--- src/rtl/clk_mon_pkg.sv ---
// clk_mon_pkg: shared state encoding and error-counter constants for clk_div_monitor
package clk_mon_pkg;
    typedef enum logic [1:0] {SEARCH, ACQUIRE, LOCKED, LOST} state_t;
    localparam int ERR_W = 8;
    localparam logic [ERR_W-1:0] ERR_MAX = '1;
endpackage

--- src/rtl/sync_edge_det.sv ---
// sync_edge_det: synchronizes an async level into clk_in and flags its edges
//   clk_in   in  fast sampling clock
//   rst_n    in  async active-low reset
//   din      in  async level to observe
//   rise     out combinational: synchronized level went 0->1
//   fall     out combinational: synchronized level went 1->0
//   edge_det out combinational: rise | fall
module sync_edge_det #(
    parameter int SYNC_STAGES = 2
) (
    input  logic clk_in,
    input  logic rst_n,
    input  logic din,
    output logic rise,
    output logic fall,
    output logic edge_det
);
    logic [SYNC_STAGES-1:0] sync_q;
    logic prev;
    always_ff @(posedge clk_in or negedge rst_n) begin
        if (!rst_n) begin
            sync_q <= '0;
            prev   <= 1'b0;
        end else begin
            sync_q <= {sync_q[SYNC_STAGES-2:0], din};
            prev   <= sync_q[SYNC_STAGES-1];
        end
    end
    assign edge_det = sync_q[SYNC_STAGES-1] ^ prev;
    assign rise     = edge_det & sync_q[SYNC_STAGES-1];
    assign fall     = edge_det & prev;
endmodule

--- src/rtl/clk_div_monitor.sv ---
// clk_div_monitor: measures half-periods of a divided clock and tracks lock/loss
//   clk_in       in  fast reference clock
//   rst_n        in  async active-low reset
//   div_clk_in   in  divided clock under observation
//   rise_pulse   out one-cycle strobe per synchronized rising edge
//   fall_pulse   out one-cycle strobe per synchronized falling edge
//   half_period  out last measured half-period in clk_in cycles
//   period_valid out one-cycle strobe: half_period just updated
//   locked       out high while LOCKED
//   lost         out high while LOST
//   err_cnt      out saturating count of bad half-periods and timeouts
module clk_div_monitor
    import clk_mon_pkg::*;
#(
    parameter int SYNC_STAGES = 2,
    parameter int CNT_W       = 16,
    parameter int EXP_HALF    = 1,
    parameter int TOL         = 0,
    parameter int LOCK_CNT    = 4,
    parameter int TIMEOUT     = 64
) (
    input  logic             clk_in,
    input  logic             rst_n,
    input  logic             div_clk_in,
    output logic             rise_pulse,
    output logic             fall_pulse,
    output logic [CNT_W-1:0] half_period,
    output logic             period_valid,
    output logic             locked,
    output logic             lost,
    output logic [ERR_W-1:0] err_cnt
);
    localparam int GW = $clog2(LOCK_CNT + 1);
    localparam logic [CNT_W-1:0] EXP_V = CNT_W'(EXP_HALF);
    localparam logic [CNT_W-1:0] TOL_V = CNT_W'(TOL);
    localparam logic [CNT_W-1:0] TO_V  = CNT_W'(TIMEOUT - 1);
    logic rise, fall, edge_det, good, timeout, err_inc;
    logic [CNT_W-1:0] hcnt, meas, diff;
    logic [GW-1:0] good_cnt, good_nx;
    state_t state, state_nx;
    sync_edge_det #(.SYNC_STAGES(SYNC_STAGES)) u_sync (
        .clk_in   (clk_in),
        .rst_n    (rst_n),
        .din      (div_clk_in),
        .rise     (rise),
        .fall     (fall),
        .edge_det (edge_det)
    );
    // meas doubles as the saturating increment of hcnt
    assign meas    = &hcnt ? hcnt : hcnt + 1'b1;
    assign diff    = meas > EXP_V ? meas - EXP_V : EXP_V - meas;
    assign good    = diff <= TOL_V;
    assign timeout = !edge_det && hcnt == TO_V;
    always_comb begin
        state_nx = state;
        good_nx  = good_cnt;
        err_inc  = 1'b0;
        case (state)
            SEARCH: begin
                state_nx = edge_det ? ACQUIRE : SEARCH;
                good_nx  = '0;
            end
            ACQUIRE: begin
                if (edge_det && good) begin
                    good_nx  = good_cnt + 1'b1;
                    state_nx = good_cnt == GW'(LOCK_CNT - 1) ? LOCKED : ACQUIRE;
                end else if (edge_det) begin
                    good_nx = '0;
                    err_inc = 1'b1;
                end else if (timeout) begin
                    state_nx = SEARCH;
                    err_inc  = 1'b1;
                end
            end
            LOCKED: begin
                err_inc  = (edge_det && !good) || timeout;
                state_nx = err_inc ? LOST : LOCKED;
            end
            LOST: begin
                state_nx = edge_det ? ACQUIRE : LOST;
                good_nx  = '0;
            end
        endcase
    end
    always_ff @(posedge clk_in or negedge rst_n) begin
        if (!rst_n) begin
            hcnt         <= '0;
            rise_pulse   <= 1'b0;
            fall_pulse   <= 1'b0;
            period_valid <= 1'b0;
            half_period  <= '0;
            state        <= SEARCH;
            good_cnt     <= '0;
            locked       <= 1'b0;
            lost         <= 1'b0;
            err_cnt      <= '0;
        end else begin
            hcnt         <= edge_det ? '0 : meas;
            rise_pulse   <= rise;
            fall_pulse   <= fall;
            period_valid <= edge_det;
            half_period  <= edge_det ? meas : half_period;
            state        <= state_nx;
            good_cnt     <= good_nx;
            locked       <= state_nx == LOCKED;
            lost         <= state_nx == LOST;
            err_cnt      <= (err_inc && err_cnt != ERR_MAX) ? err_cnt + 1'b1 : err_cnt;
        end
    end
endmodule

--- config.mk ---
export PLATFORM = sky130hd
export DESIGN_NAME = clk_div_monitor
export DESIGN_NICKNAME = d
export VERILOG_FILES = /design/src/rtl/clk_mon_pkg.sv /design/src/rtl/sync_edge_det.sv /design/src/rtl/clk_div_monitor.sv
export SDC_FILE = /design/constraint.sdc
export NUM_CORES = 1
export LEC_CHECK = 0
export ABC_AREA = 1
export CAP_MARGIN = 5
export CORE_MARGIN = 5
export CORE_UTILIZATION = 50
export CTS_CLUSTER_DIAMETER = 150
export DETAILED_ROUTE_END_ITERATION = 7
export GPL_ROUTABILITY_DRIVEN = 0
export GPL_TIMING_DRIVEN = 0
export PLACE_DENSITY = 0.73
export SYNTH_ARGS = -nofsm -noshare
export SYNTH_HDL_FRONTEND = slang
export SYNTH_SLANG_ARGS = --single-unit
--- constraint.sdc ---
create_clock -name clk_in -period 2.62 [get_ports clk_in]
set_input_delay 0.262 -clock clk_in [delete_from_list [all_inputs] [get_ports clk_in]]
set_output_delay 0.262 -clock clk_in [all_outputs]
set_load 0.03 [all_outputs]
[After elaboration in Yosys (flattened, before gate mapping)]
Cells that the tools add are included.
Storage, ports and cells
  input bits: 3
  flip-flop bits (word level): 53
  logic and storage cells: 61
  output and inout bits: 29
Cells by class
  equality and inequality tests: 9
  reduce and logical (&&, ||, !) cells: 12
  $add $sub $neg: 5
  mux-type cells: 18
  bitwise operators: 3
  magnitude comparators: 2
Operators by type and width (count)
  16-bit two-way mux: 3
  16-bit by 1-bit adder with 16-bit output (second input constant): 1
  16-bit by 6-bit equality test with 1-bit output (second input constant): 1
  16-bit by 1-bit greater-than comparator with 1-bit output (second input constant): 1
  16-bit by 1-bit less-or-equal comparator with 1-bit output (second input constant): 1
  16-bit AND reduction: 1
  1-bit by 16-bit subtractor with 16-bit output (first input constant): 1
  16-bit by 1-bit subtractor with 16-bit output (second input constant): 1
  2-bit two-way mux: 5
  8-bit by 1-bit adder with 8-bit output (second input constant): 1
  2-bit equality test (second input constant): 4
  8-bit inequality test (second input constant): 1
  2-bit one-hot mux with 4 select lines: 1
  3-bit two-way mux: 2
  3-bit one-hot mux with 2 select lines: 1
  1-bit two-way mux: 5
  1-bit logical AND: 4
  3-bit by 1-bit adder with 3-bit output (second input constant): 1
  3-bit by 2-bit equality test with 1-bit output (second input constant): 1
  3-bit inequality test (second input constant): 1
  1-bit AND: 2
  2-bit by 1-bit equality test with 1-bit output (second input constant): 1
  1-bit logical NOT: 2
  2-bit logical NOT: 1
  6 further kinds: 6

[Logic depth before layout (Yosys ltp)]
  word-level depth: 11
  depth in mapped cells: 24

[Cells and area by module]
Synthesis repeated with hierarchy kept, for this count alone.
Unflattened totals
  cell total of the unflattened synthesis: 471
  area total of the unflattened synthesis: 3423.3 um^2
Modules (own cells, without submodules)
  clk_div_monitor: area each 3311.9 um^2, times used 1, cells each 463, sequential area each 1251.2 um^2
  sync_edge_det: area each 111.4 um^2, times used 1, cells each 8, sequential area each 75.1 um^2

[Least setup slack after synthesis]
No wires, ideal clock.
  path kind: register to register
  start: register hcnt[0]
  end: register lost
  data arrival time: 2645 ps
  clock period less this slack: 2762 ps
  path slack: -142 ps
  required time: 2504 ps
  cell stages (with the launch flop): 22
  cell sequence: dfrtp_1 -> ha_1 -> nand2_2 -> nor2_4 -> nand2_4 -> inv_2 -> nand2_2 -> buf_6 -> nand2_1 -> inv_1 -> ha_1 -> nand2_1 -> nor3_1 -> nand2_1 -> nand2_1 -> nand2_1 -> o21ai_1 -> nand3_2 -> nand3_1 -> nand2_1 -> nor2b_4 -> nor2_2
On the way
  cells in the longest elaborated chain, start to end: 11
Ends and longest elaborated chain
  start, declared: RTL line clk_div_monitor.sv:38  | logic [CNT_W-1:0] hcnt, meas, diff;
  start signal, assigned: RTL line clk_div_monitor.sv:98  | hcnt <= edge_det ? '0 : meas;
  16-bit by 1-bit adder with 16-bit output / 16-bit AND reduction (equally long branches): RTL line clk_div_monitor.sv:50  | assign meas = &hcnt ? hcnt : hcnt + 1'b1;
  16-bit two-way mux: RTL line clk_div_monitor.sv:50
  1-bit by 16-bit subtractor with 16-bit output, or another cell as far along: RTL line clk_div_monitor.sv:51  | assign diff = meas > EXP_V ? meas - EXP_V : EXP_V - meas;
  16-bit two-way mux: RTL line clk_div_monitor.sv:51
  16-bit by 1-bit less-or-equal comparator with 1-bit output: RTL line clk_div_monitor.sv:52  | assign good = diff <= TOL_V;
  1-bit logical NOT: RTL line clk_div_monitor.sv:76  | err_inc = (edge_det && !good) || timeout;
  1-bit logical AND: RTL line clk_div_monitor.sv:76
  1-bit logical OR: RTL line clk_div_monitor.sv:76
  1-bit two-way mux: RTL line clk_div_monitor.sv:77  | state_nx = err_inc ? LOST : LOCKED;
  2-bit one-hot mux with 4 select lines *: RTL line clk_div_monitor.sv:58  | case (state)
  2-bit equality test *: RTL line clk_div_monitor.sv:106  | lost <= state_nx == LOST;
  end signal, assigned: RTL line clk_div_monitor.sv:95  | lost <= 1'b0;
  end signal, assigned: RTL line clk_div_monitor.sv:106
  end, declared: RTL line clk_div_monitor.sv:30  | output logic lost,
Every way passes the cells marked *; elsewhere a longest branch is shown, timed or not.
A chain may end at the register's enable or synchronous reset.

[Worst setup path after layout]
  start: register hcnt[0]
  end: register locked
On the way
  cells in the longest elaborated chain, start to end: 11
Ends and longest elaborated chain
  16-bit by 1-bit adder with 16-bit output / 16-bit AND reduction (equally long branches): RTL line clk_div_monitor.sv:50
  16-bit two-way mux: RTL line clk_div_monitor.sv:50
  1-bit by 16-bit subtractor with 16-bit output, or another cell as far along: RTL line clk_div_monitor.sv:51
  16-bit two-way mux: RTL line clk_div_monitor.sv:51
  16-bit by 1-bit less-or-equal comparator with 1-bit output: RTL line clk_div_monitor.sv:52
  1-bit logical NOT: RTL line clk_div_monitor.sv:76
  1-bit logical AND: RTL line clk_div_monitor.sv:76
  1-bit logical OR: RTL line clk_div_monitor.sv:76
  1-bit two-way mux: RTL line clk_div_monitor.sv:77
  2-bit one-hot mux with 4 select lines *: RTL line clk_div_monitor.sv:58
  2-bit equality test *: RTL line clk_div_monitor.sv:105  | locked <= state_nx == LOCKED;
  end signal, assigned: RTL line clk_div_monitor.sv:94  | locked <= 1'b0;
  end signal, assigned: RTL line clk_div_monitor.sv:105
  end, declared: RTL line clk_div_monitor.sv:29  | output logic locked,
Marks and branches as above.

==> impl_results.md <==
- DRT iter0 DRCs: 324
- Library cells used by synthesis: 29
- Worst Setup SP: hcnt[0]$_DFF_PN0_
- Initial core utilization: 0.520
- GRT Total Usage: 0.237
- Layout Utilization: 0.705
- Die W: 94.7 um
- Clk buf depth: 2
- CTS tree: yes
- Post-route insts no fill: 674
- H-tree depth: 2
- Worst setup path category: reg2reg
- Net Sw Power: 1.18 mW
- Max Cap Viol: 0
- Worst path slowest cell: dfrtp_1
- Clock Skews: 11.1 ps
- Crit path buf inv count: 2
- R2r setup slk: -300 ps
- Final setup margin: -298 ps
- Clock Sinks: 53
- Largest net degree at the start of global routing: 32
- Failing checks: negative setup slack
- Final period util: 1.11
- RSZ-0062 raised after global routing: yes
- Clock group share of total power: 0.178
- CP Cell Sequence: ha_4 > nand2_4 > nor2_4 > nand2_4 > inv_2 > nand2_4 > nand2_4 > nand2_4 > inv_6 > ha_4 > nand2_2 > nor3_2 > nand2_1 > nand2_1 > nand2_2 > o21ai_2 > nand3_4 > nand2_1 > nand2_1 > nand2_1 > nand2_1 > nand2_2 > nor2_2
- # DRC: 0
- Synth area leader: dfrtp_1
- Asr flop ratio synth: 1.00
- Register area share after synthesis: 0.369
- Critical Path Stages: 23
- Most frequent cells in the layout: nand2_1 (134), inv_1 (54), dfrtp_1 (52), nor2_1 (38), nand3_1 (35)
- First-pass GRT wire length: 16800 um
- Die height: 94.7 um
- DR pass1 iterations: 7
- Critical path required time: 2840 ps
- Setup Viol. Count Final: 15
- CP max stage delay: 430 ps
- Final Net Count: 591
- Proportion of netlist area held by the largest area contributor: 0.369
- Most common cell after layout, fill and taps aside: nand2_1
- Routed wl met3: 500 um
- Pwr/cell area: 574 nW/um^2
- Part of the power in registers: 0.340
- Core Box Area: 6910 sq um
- Worst-case headroom to the max-slew limit: 0.619
- Total number of yosys warnings: 0
- Worst Path Arrival: 3140 ps
- Wire per inst: 15.5 um
- Layout area overhead: 35.5%
- Syn Nets: 523
- Fin. max-slew vios: 0
- Least-Margin Pin Slew: 566 ps
- Total chip power: 2.79 mW
- Ranking of synthesized cells by area: dfrtp_1 (37%), nand2_1 (16%), nor2_1 (7.1%), nand3_1 (6.6%), inv_1 (6.2%)
- Vias/cell: 5.48
- Worst reg2reg path endpoint: locked$_DFF_PN0_
- Number of flops mapped to enable cells by yosys: 0
- HP Class: reg2reg
- Antenna violations before repair: 0
- Internal cell power: 1.62 mW
- Share of layout cells above drive strength 1: 0.284
- WHS: 360 ps
- Routed WL: 10500 um
- Synthesized netlist cell count: 509
- Top layer in use: met4
- Io pins: 32
- Top_reg_cell synth: dfrtp_1
- Worst vdd ir: 544 uV
- Shortest period the worst path allows: 2920 ps
- CTS Root Cell: clkbuf_8
- WL met1: 4280 um
- Post-detail-place hpwl: 6780 um
- Hold Path Origin: u_sync.sync_q[0]$_DFF_PN0_
- Total CTS buffers: 5
- Final hold violations: 0
- Worst-path fanout max: 6
- PortBufs: 31
- Worst path most repeated cell: nand2_1
- DIE AREA: 8980 sq um
- Syn avg cell area: 7.05 sq um
- Post-DRT Antenna Nets: 0
- DR WL met2: 5270 um
- Register bit total from synthesis: 53
- Combinational share of power: 0.481
- Syn Std Cell Area: 3590 sq um
- Vias in the first global route: 3534
- Vias: 3696
- Sw Share: 0.421
- Setup crit end: locked$_DFF_PN0_
- Top Family by Delay on Critical Path: simple AND/OR/NAND/NOR gates
- Antenna cells: 0
- Static leakage: 2.54 nW
- Congestion Overflow GR: 0
- Std-Cell Rows: 30
- # placed instances: 637
- Clk pin slew, worst setup/hold paths: 110 ps
- Clk_lat worst skew: 320 ps
- Launch point of the worst reg-to-reg path: hcnt[0]$_DFF_PN0_
- Outcome: complete, but fails checks
- Max Clk Rate: 343 MHz
- CP Capture Type: flop
- Startpoint class of the critical path: flop
- Worst reg2reg path depth: 23
## area by class of cell
| cell class | instances | area [sq um] |
|---|---|---|
| buffer | 8 | 65.1 |
| clock buffer | 5 | 68.8 |
| clock inverter | 3 | 28.8 |
| fill | 528 | 2040 |
| inverter | 65 | 251 |
| multi-input combinational | 384 | 2410 |
| sequential | 53 | 1330 |
| tap | 96 | 120 |
| timing repair buffer | 60 | 589 |
## kinds of logic after synthesis
| group | after synthesis | synth area share |
|---|---|---|
| AOI/OAI and AO/OA | 32 | 0.0481 |
| xor gates and xnor gates | 11 | 0.0268 |
| adders and majority gates | 11 | 0.0383 |
| buffers and inverters | 73 | 0.0836 |
| DFF | 53 | 0.369 |
| and+or+nand+nor | 329 | 0.434 |
## power by group through the flow
stage	Clock [mW]	Combinational, mW	Sequential (mW)
2_1_floorplan	0	0.707	1.03
3_3_place_gp	0	1.02	0.956
3_5_place_dp	0	1.05	0.960
4_1_cts	0.509	1.17	0.944
5_1_grt	0.552	1.45	0.960
6_report	0.498	1.34	0.950
## flip-flops by register name, summed over array words and instances, names as in the netlist
| signal | flops |
|---|---|
| err_cnt | 8 |
| fall_pulse | 1 |
| u_sync.prev | 1 |
| locked | 1 |
| state | 2 |
| good_cnt | 3 |
| u_sync.sync_q | 2 |
| hcnt | 16 |
| lost | 1 |
| half_period | 16 |
| rise_pulse | 1 |
| period_valid | 1 |
## worst reg2reg max path, delay by kind of cell (launching register included)
| family | cells | cell delay [ps] |
|---|---|---|
| AND/OR/NAND/NOR | 18 | 1670 |
| flip-flops | 1 | 430 |
| adder cells (fa/ha/maj) | 2 | 380 |
| buffers and inverters | 2 | 160 |
| AO/OA/AOI/OAI | 1 | 160 |
## Yosys cell counts (5+ instances only)
cell      number
clkbuf_1       5
dfrtp_1       53
ha_1          11
inv_1         59
inv_2          6
nand2_1      153
nand2_2        5
nand3_1       47
nand4_1       13
nor2_1        68
nor2_2        15
nor2_4         7
o21ai_0       21
o21ai_1        5
xor2_1         8
## per-layer routing
layer,vias to the layer above,track usage
met5,-,0
met4,0,0.0998
met3,45,0.0303
met2,147,0.406
met1,1757,0.299
li1,1747,-
## timing repair
item	CTS	global route
gates cloned	4	0
hold endpoints to repair	22	0
endpoints found under the setup margin	15	15
hold buffers	1	0
pin swaps	26	31
buffers inserted	16	9
gates resized for setup	68	49
## worst min path at each step
stage	end	slack (ps)	cells after the start
2_1_floorplan	err_cnt[0]$_DFFE_PN0P_	-30	0
3_3_place_gp	u_sync.sync_q[1]$_DFF_PN0_	330	0
3_5_place_dp	err_cnt[1]$_DFFE_PN0P_	280	1
4_1_cts	u_sync.sync_q[1]$_DFF_PN0_	360	0
5_1_grt	u_sync.sync_q[0]$_DFF_PN0_	370	1
6_report	u_sync.sync_q[1]$_DFF_PN0_	360	0
## per-stage QoR
step                worst slack [ps]  TNS, ps  instance area, sq um
floorplan                       9.35        0                  3610
global placement                -477   -18810                  4040
detailed placement              -509    -6890                  4060
CTS                             -149    -1590                  4640
global route                    -437    -5900                  4870
finish                          -298    -3810                  4870
Power figures use the tool's default switching activity.
